[src/rtl/data_mem_pkg.sv]
// data_mem_pkg: shared definitions for the clocked data memory controller.
//   WORD_W          - width of one memory word
//   SZ_*            - RISC-V funct3 load/store size codes
//   state_e         - controller FSM states (INIT sweep, RUN service)
package data_mem_pkg;

    localparam int WORD_W = 32;

    localparam logic [2:0] SZ_B  = 3'b000;
    localparam logic [2:0] SZ_H  = 3'b001;
    localparam logic [2:0] SZ_W  = 3'b010;
    localparam logic [2:0] SZ_BU = 3'b100;
    localparam logic [2:0] SZ_HU = 3'b101;

    typedef enum logic {
        ST_INIT = 1'b0,
        ST_RUN  = 1'b1
    } state_e;

endpackage

[src/rtl/data_mem_ctrl_if.sv]
// data_mem_ctrl_if: request/response port of the data memory.
//   Handshake: a request transfers on a rising clk edge where req_valid and
//   req_ready are both 1. The requester holds req_* stable while req_valid is
//   high. rsp_valid pulses for exactly one cycle, one cycle after the transfer;
//   there is no response back-pressure.
//   master - execute-stage side (drives req_*, receives rsp_*)
//   slave  - memory side
interface data_mem_ctrl_if #(
    parameter int ADDR_W = 9
);
    import data_mem_pkg::*;

    logic              req_valid;
    logic              req_ready;
    logic              req_we;
    logic [2:0]        req_size;
    logic [ADDR_W-1:0] req_addr;
    logic [WORD_W-1:0] req_wdata;
    logic              rsp_valid;
    logic [WORD_W-1:0] rsp_rdata;
    logic              rsp_err;

    modport master (
        output req_valid, req_we, req_size, req_addr, req_wdata,
        input  req_ready, rsp_valid, rsp_rdata, rsp_err
    );

    modport slave (
        input  req_valid, req_we, req_size, req_addr, req_wdata,
        output req_ready, rsp_valid, rsp_rdata, rsp_err
    );

endinterface

[src/rtl/dm_lane_align.sv]
// dm_lane_align: combinational byte-lane steering for sub-word accesses.
//   size  in  - funct3 size code
//   lane  in  - byte address bits [1:0]
//   wdata in  - right-aligned store data
//   rword in  - word currently stored at the addressed index
//   be    out - byte enables for the store
//   wword out - store data replicated onto every candidate lane
//   rdata out - addressed lane shifted down and sign/zero extended
//   err   out - misaligned access or unsupported size code
module dm_lane_align
    import data_mem_pkg::*;
(
    input  logic [2:0]        size,
    input  logic [1:0]        lane,
    input  logic [WORD_W-1:0] wdata,
    input  logic [WORD_W-1:0] rword,
    output logic [3:0]        be,
    output logic [WORD_W-1:0] wword,
    output logic [WORD_W-1:0] rdata,
    output logic              err
);

    logic [7:0]  sel_byte;
    logic [15:0] sel_half;

    assign sel_byte = rword[{lane, 3'b000} +: 8];
    assign sel_half = lane[1] ? rword[31:16] : rword[15:0];

    // Replicating the store data onto all lanes means the byte enables alone
    // decide which lanes land in the array.
    always_comb begin
        be    = 4'b0000;
        wword = wdata;
        rdata = '0;
        err   = 1'b0;
        case (size)
            SZ_B, SZ_BU: begin
                be    = 4'b0001 << lane;
                wword = {4{wdata[7:0]}};
                rdata = (size == SZ_B) ? {{24{sel_byte[7]}}, sel_byte}
                                       : {24'h000000, sel_byte};
            end
            SZ_H, SZ_HU: begin
                err   = lane[0];
                be    = lane[1] ? 4'b1100 : 4'b0011;
                wword = {2{wdata[15:0]}};
                rdata = (size == SZ_H) ? {{16{sel_half[15]}}, sel_half}
                                       : {16'h0000, sel_half};
            end
            SZ_W: begin
                err   = (lane != 2'b00);
                be    = 4'b1111;
                rdata = rword;
            end
            default: err = 1'b1;
        endcase
    end

endmodule

[src/rtl/data_mem_ctrl.sv]
// data_mem_ctrl: DEPTH x 32-bit data memory behind a byte-addressed
// valid/ready port, with RISC-V sub-word loads/stores and a post-reset
// initialisation sweep.
//   clk, rst_n  - clock (rising edge), asynchronous active-low reset
//   bus         - request/response port (slave side)
//   init_done   - 1 once the sweep has written every word
//   dbg_state   - current FSM state
module data_mem_ctrl
    import data_mem_pkg::*;
#(
    parameter int DEPTH     = 128,
    parameter int ADDR_W    = 9,
    parameter int INIT_MODE = 1
) (
    input  logic             clk,
    input  logic             rst_n,
    data_mem_ctrl_if.slave   bus,
    output logic             init_done,
    output state_e           dbg_state
);

    localparam int                 IDX_W    = (DEPTH > 1) ? $clog2(DEPTH) : 1;
    localparam logic [IDX_W-1:0]   LAST_IDX = IDX_W'(DEPTH - 1);
    localparam logic [ADDR_W-2:0]  DEPTH_X  = (ADDR_W - 1)'(DEPTH);

    logic [WORD_W-1:0] mem [DEPTH];

    state_e            state;
    logic [IDX_W-1:0]  sweep_ptr;

    logic [ADDR_W-3:0] word_idx;
    logic [IDX_W-1:0]  rd_idx;
    logic [WORD_W-1:0] rword;
    logic [3:0]        be;
    logic [WORD_W-1:0] wword;
    logic [WORD_W-1:0] ld_data;
    logic              align_err;
    logic              range_err;
    logic              store_sz_err;
    logic              req_err;
    logic              accept;
    logic              wr_en;
    logic [WORD_W-1:0] fill_word;

    assign word_idx     = bus.req_addr[ADDR_W-1:2];
    assign rd_idx       = word_idx[IDX_W-1:0];
    assign rword        = mem[rd_idx];
    // Compare with one extra bit so DEPTH == 2**(ADDR_W-2) still fits.
    assign range_err    = ({1'b0, word_idx} >= DEPTH_X);
    assign store_sz_err = bus.req_we && (bus.req_size == SZ_BU || bus.req_size == SZ_HU);
    assign req_err      = align_err || range_err || store_sz_err;
    assign accept       = bus.req_valid && bus.req_ready;
    assign wr_en        = accept && bus.req_we && !req_err;
    assign fill_word    = (INIT_MODE != 0) ? WORD_W'(sweep_ptr) : '0;
    assign dbg_state    = state;

    dm_lane_align u_lane_align (
        .size  (bus.req_size),
        .lane  (bus.req_addr[1:0]),
        .wdata (bus.req_wdata),
        .rword (rword),
        .be    (be),
        .wword (wword),
        .rdata (ld_data),
        .err   (align_err)
    );

    // Array has no reset: after every reset the sweep rewrites it.
    always_ff @(posedge clk) begin
        if (state == ST_INIT) begin
            mem[sweep_ptr] <= fill_word;
        end else if (wr_en) begin
            for (int b = 0; b < 4; b++) begin
                if (be[b]) mem[rd_idx][8*b +: 8] <= wword[8*b +: 8];
            end
        end
    end

    always_ff @(posedge clk or negedge rst_n) begin
        if (!rst_n) begin
            state         <= ST_INIT;
            sweep_ptr     <= '0;
            init_done     <= 1'b0;
            bus.req_ready <= 1'b0;
            bus.rsp_valid <= 1'b0;
            bus.rsp_rdata <= '0;
            bus.rsp_err   <= 1'b0;
        end else begin
            case (state)
                ST_INIT: begin
                    bus.rsp_valid <= 1'b0;
                    bus.rsp_rdata <= '0;
                    bus.rsp_err   <= 1'b0;
                    if (sweep_ptr == LAST_IDX) begin
                        state         <= ST_RUN;
                        init_done     <= 1'b1;
                        bus.req_ready <= 1'b1;
                    end else begin
                        sweep_ptr <= sweep_ptr + IDX_W'(1);
                    end
                end
                ST_RUN: begin
                    bus.rsp_valid <= accept;
                    bus.rsp_err   <= accept && req_err;
                    bus.rsp_rdata <= (accept && !req_err && !bus.req_we) ? ld_data : '0;
                end
                default: state <= ST_INIT;
            endcase
        end
    end

endmodule

[src/flat_wrapper.sv]
// flat-port wrapper written by rule: the top's interface ports become plain ports
module data_mem_ctrl_flat import data_mem_pkg::*;
#(
    parameter int DEPTH     = 128,
    parameter int ADDR_W    = 9,
    parameter int INIT_MODE = 1
)
  (clk, rst_n, init_done, dbg_state, bus_req_valid, bus_req_we, bus_req_size, bus_req_addr, bus_req_wdata, bus_req_ready, bus_rsp_valid, bus_rsp_rdata, bus_rsp_err);
  data_mem_ctrl_if #(.ADDR_W(ADDR_W)) bus_i ();
  input  logic clk;
  input  logic rst_n;
  output logic init_done;
  output state_e dbg_state;
  input wire logic [$bits(bus_i.req_valid)-1:0] bus_req_valid;
  input wire logic [$bits(bus_i.req_we)-1:0] bus_req_we;
  input wire logic [$bits(bus_i.req_size)-1:0] bus_req_size;
  input wire logic [$bits(bus_i.req_addr)-1:0] bus_req_addr;
  input wire logic [$bits(bus_i.req_wdata)-1:0] bus_req_wdata;
  output wire logic [$bits(bus_i.req_ready)-1:0] bus_req_ready;
  output wire logic [$bits(bus_i.rsp_valid)-1:0] bus_rsp_valid;
  output wire logic [$bits(bus_i.rsp_rdata)-1:0] bus_rsp_rdata;
  output wire logic [$bits(bus_i.rsp_err)-1:0] bus_rsp_err;
  assign bus_i.req_valid = bus_req_valid;
  assign bus_i.req_we = bus_req_we;
  assign bus_i.req_size = bus_req_size;
  assign bus_i.req_addr = bus_req_addr;
  assign bus_i.req_wdata = bus_req_wdata;
  assign bus_req_ready = bus_i.req_ready;
  assign bus_rsp_valid = bus_i.rsp_valid;
  assign bus_rsp_rdata = bus_i.rsp_rdata;
  assign bus_rsp_err = bus_i.rsp_err;
  data_mem_ctrl #(.DEPTH(DEPTH), .ADDR_W(ADDR_W), .INIT_MODE(INIT_MODE)) u_core (.clk(clk), .rst_n(rst_n), .bus(bus_i), .init_done(init_done), .dbg_state(dbg_state));
endmodule
[config.mk]
export PLATFORM = sky130hd
export DESIGN_NAME = data_mem_ctrl_flat
export DESIGN_NICKNAME = d
export VERILOG_FILES = /design/src/rtl/data_mem_pkg.sv /design/src/rtl/data_mem_ctrl_if.sv /design/src/rtl/dm_lane_align.sv /design/src/rtl/data_mem_ctrl.sv /design/src/flat_wrapper.sv
export SDC_FILE = /design/constraint.sdc
export NUM_CORES = 2
export LEC_CHECK = 0
export ABC_AREA = 1
export CAP_MARGIN = 20
export CORE_ASPECT_RATIO = 0.5
export CORE_UTILIZATION = 25
export CTS_CLUSTER_DIAMETER = 60
export DETAILED_ROUTE_END_ITERATION = 10
export PLACE_DENSITY_LB_ADDON = 0.25
export REMOVE_ABC_BUFFERS = 1
export SYNTH_ARGS = -nofsm -noshare
export SYNTH_HDL_FRONTEND = slang
export SYNTH_HIERARCHICAL = 1
export SYNTH_SLANG_ARGS = --single-unit
[constraint.sdc]
create_clock -name clk -period 8.1 [get_ports clk]
set_input_delay 1.62 -clock clk [delete_from_list [all_inputs] [get_ports clk]]
set_output_delay 1.62 -clock clk [all_outputs]
set_load 0.01 [all_outputs]
==> impl_summary.txt <==
----------------------------------------------------
[Cells and area]
  P&R area growth vs syn ... 17.4%
  Leading cell types in the layout, fill and taps excluded ... nand2_1 (4514), edfxtp_1 (4096), nand3_1 (4058), nor2_1 (582), clkbuf_16 (419)
  Sequential Area ... 124000 um2
  Finished Core Util ... 0.295
  Area of the multi-input gates ... approximately 40000 um2
  Share of post-route cells with drive strength above 1 ... 0.0879
  Total of fill cells in the finished design ... between 60000 and 70000
  Most common cell after layout, fill and taps aside ... nand2_1
  Nets ... around 15000

[STA]
  Final period utilization ... 0.816
  Final critical delay including setup and external delays ... about 6.6 ns
  Final setup violating endpoints ... 0
  Slew @ Worst Pin ... 1.29 ns
  Setup TNS ... 0 ns
  Achievable Freq ... about 150 MHz
  Unrepaired setup endpoints after global routing ... no
  Final setup skew ... between 0.07 and 0.08 ns
  Max Slew Vio Count ... 0
  Hold Violations, Final ... 0
  Worst slew margin relative to its limit ... 0.140

[Critical path]
  Kind of critical path ... in2reg
  Startpoint kind of the worst setup timing path ... input pin
  Worst reg-to-reg setup slack ... approximately 3.2 ns
  Beginning of the worst register-to-register path ... u_core/init_done
  Category of the worst setup path capture point ... flip-flop
  Cell repeated most along the worst path ... nand2_1
  Critical Path Fanout Max ... 21
  Arrival time reported for the critical path endpoint ... 7.24 ns
  Depth of the worst register-to-register path ... 10
  Critical path's largest stage delay ... approximately 0.93 ns
  Reg-to-reg endpoint ... u_core/mem[116][13]
  Critical-path cell with the highest stage delay ... nor2_1
  Worst path required time ... about 9 ns
  CP cell instances ... clkdlybuf4s50_1, inv_2, nand3_1, buf_4, nand3_1, nor2_1, a21oi_4, nand2_4, nand2_1, o21ai_0, nand2_1, nor2_2, buf_4, nand2_1, nor2_1

[Routing]
  Via count ... between 100k and 150k
  First-pass iteration count of the detailed router ... 6
  Final wirelength ... approximately 620000 um
  Detail Route Antenna Nets ... 0
  Routed wire per std cell ... about 26 um
  # DRC ... 0
  Vias per cell ... 4.79
  Iter 0 DRT Violations ... roughly 12000

[Synth]
  Summed instance area of the synthesized netlist ... roughly 170000 um2
  Number of register bits inferred by synthesis ... between 4000 and 5000
  Synth Instances ... between 10000 and 15000
  Largest family of logic cells by synthesized area ... simple AND/OR/NAND/NOR gates
  Avg Cell Area, Syn ... around 12 um2
  Top-area cell type share of the netlist area ... 0.727
  Multiplexer fraction of the synthesized cell area ... 0
  Share of the synthesized area in compound gates (AO/OA/AOI/OAI) ... 0.00129
  Count of cell types in the netlist ... 34
  Post-synthesis share of cell area spent on full adders, half adders and majority gates ... 0.0000740
  Share of the synthesized netlist area taken by xor and xnor gates ... 0.000259
  Share of synthesized area occupied by flip-flops and latches ... 0.734
  Basic-gate share of the synthesized area counting and, or, nand and nor cells ... 0.237
  Library cell with the largest summed area after synthesis ... edfxtp_1
  Synth area leaders ... edfxtp_1 (73%), nand3_1 (12%), nand2_1 (10%), nor2_1 (1.3%), clkbuf_1 (1.2%)
  Yosys Warn Count ... 6

[Placed design]
  RD Place Congestion ... about 0.87
  Final HPWL from detailed placement ... just under 400000 um
  Count of buffers inserted at the top-level ports ... 84

[Clock network]
  Clk root buf ... clkbuf_16
  Hold buffers post-CTS ... 0
  Sink count of the clock tree ... 4139
  Insertion delay to the later sink of the worst-skew pair ... approximately 1.1 ns
  CTS clk-pin slew, worst paths ... ~0.070 ns
  TritonCTS clock tree ... yes
  Cts bufs inserted ... roughly 400
  Buffers inserted by post-CTS timing repair ... 0
  Deepest clock path buffer count ... 4
  Cells resized by post-CTS repair ... 0
  Level count of the clock H-tree ... 5

[Global route]
  Global-route congestion overflow total ... 0
  Wire length of the first global-routing pass ... around 860000 um
  Total routing resource utilization after global routing ... 0.176
  Number of antenna violations at the first check in global routing ... 47
  Via count of the first global-routing pass ... approximately 110k
  Maximum number of pins on one net before global-route repair ... around 150

[Floorplanning]
  Height of the chip ... 584 um
  Effective utilization at floorplan ... 0.251
  # rows ... roughly 210
  DIE WIDTH ... 1170 um
  Area of the placeable core ... ~670000 um2
  Die area ... approximately 680000 um2
  I/O pin count ... 85

[Status]
  Result of the run ... completed

[Power]
  Power per standard cell area ... 228 nW/um2
  Total power after layout ... around 45 mW
  Static leakage ... approximately 70 nW
  IR drop worst, VDD ... 195 uV

[Min path]
  Min-delay src ... u_core/dbg_state
  End of the worst hold path ... u_core/sweep_ptr[6]
  Worst hold path stage count ... 1
  Class of the worst hold path ... reg2reg

[Flow run]
  Reported max-cap violation count ... 0

----------------------------------------------------
kinds of logic (layout without fill, tap and decap cells):
family / Yosys count / in the layout
adders and majority gates: 1 / 1
and+or+nand+nor: 9251 / 9251
AOI/OAI and AO/OA: 33 / 33
other: 0 / 45
DFF: 4139 / 4139
xor gates and xnor gates: 5 / 5
buffers and inverters: 1132 / 1571
critical path, delay by kind of cell:
family | cells | cell delay (ns)
AO/OA/AOI/OAI | 2 | 0.25
buffers and inverters | 4 | 1.59
AND/OR/NAND/NOR | 9 | 3.76
routing by layer:
layer,GRT usage,share of wire,vias up
met1,0.229,0.42,58400
met2,0.274,0.45,4312
met5,0.00324,0.00081,-
li1,-,-,51700
met3,0.0473,0.085,957
met4,0.0770,0.046,24
per-stage QoR:
step	hold WS (ns)	instances	worst slack, ns	instance area (um2)
after global routing	0.558	24000	1.55	198000
after global placement	0.510	23200	0.447	182000
after floorplan	0.489	13600	-11.62	165000
after CTS	0.537	24000	1.78	198000
final	0.531	24100	1.49	199000
after detailed placement	0.525	23300	0.673	185000
cell usage after synthesis, drive strengths merged:
library cell / count
dfrtp: 43
xor2: 4
inv: 126
o21ai: 17
a21oi: 6
xnor2: 1
edfxtp: 4096
and2: 1
o211ai: 9
ha: 1
nor2: 634
buf: 482
nand2: 4536
or2: 1
nand4: 17
clkbuf: 524
nor3: 2
nand3: 4060
a31o: 1
final cells by class:
class | count | share of cell area
Sequential cell | 4139 | 0.625
Clock buffer | 491 | 0.0545
Tap cell | 9030 | 0.0569
Clock inverter | 260 | 0.0131
Inverter | 126 | 0.00259
Multi-Input combinational cell | 9290 | 0.205
Antenna cell | 45 | 0.000567
Timing Repair Buffer | 694 | 0.0429
sequential cells by signal, indices dropped and copies added (netlist names):
| signal | cells |
|---|---|
| u_core/mem | 4096 |
| u_core/bus.rsp_rdata | 32 |
| u_core/sweep_ptr | 7 |
| u_core/bus.rsp_err | 1 |
| u_core/bus.rsp_valid | 1 |
| u_core/dbg_state | 1 |
| u_core/init_done | 1 |
power by group:
part           internal (mW)  total, mW  switching, mW
Clock                   11.0       19.5           8.46
Combinational          0.661       2.55           1.88
Sequential              23.2       23.2              0
Total                   34.8       45.2           10.3
how the worst max path moves through the flow:
stage / cells past startpoint / slack (ns) / to / startpoint
6_report: 15 / 1.49 / u_core/mem[116][13] / bus_req_size[0]
3_5_place_dp: 15 / 0.67 / u_core/mem[116][13] / bus_req_size[0]
3_3_place_gp: 14 / 0.45 / u_core/mem[12][0] / bus_req_size[0]
4_1_cts: 15 / 1.78 / u_core/mem[116][13] / bus_req_size[0]
2_1_floorplan: 5 / -11.62 / u_core/mem[100][0] / bus_req_addr[2]
5_1_grt: 15 / 1.55 / u_core/mem[116][8] / bus_req_size[0]
Note: power is estimated with default switching activity, not from simulation.
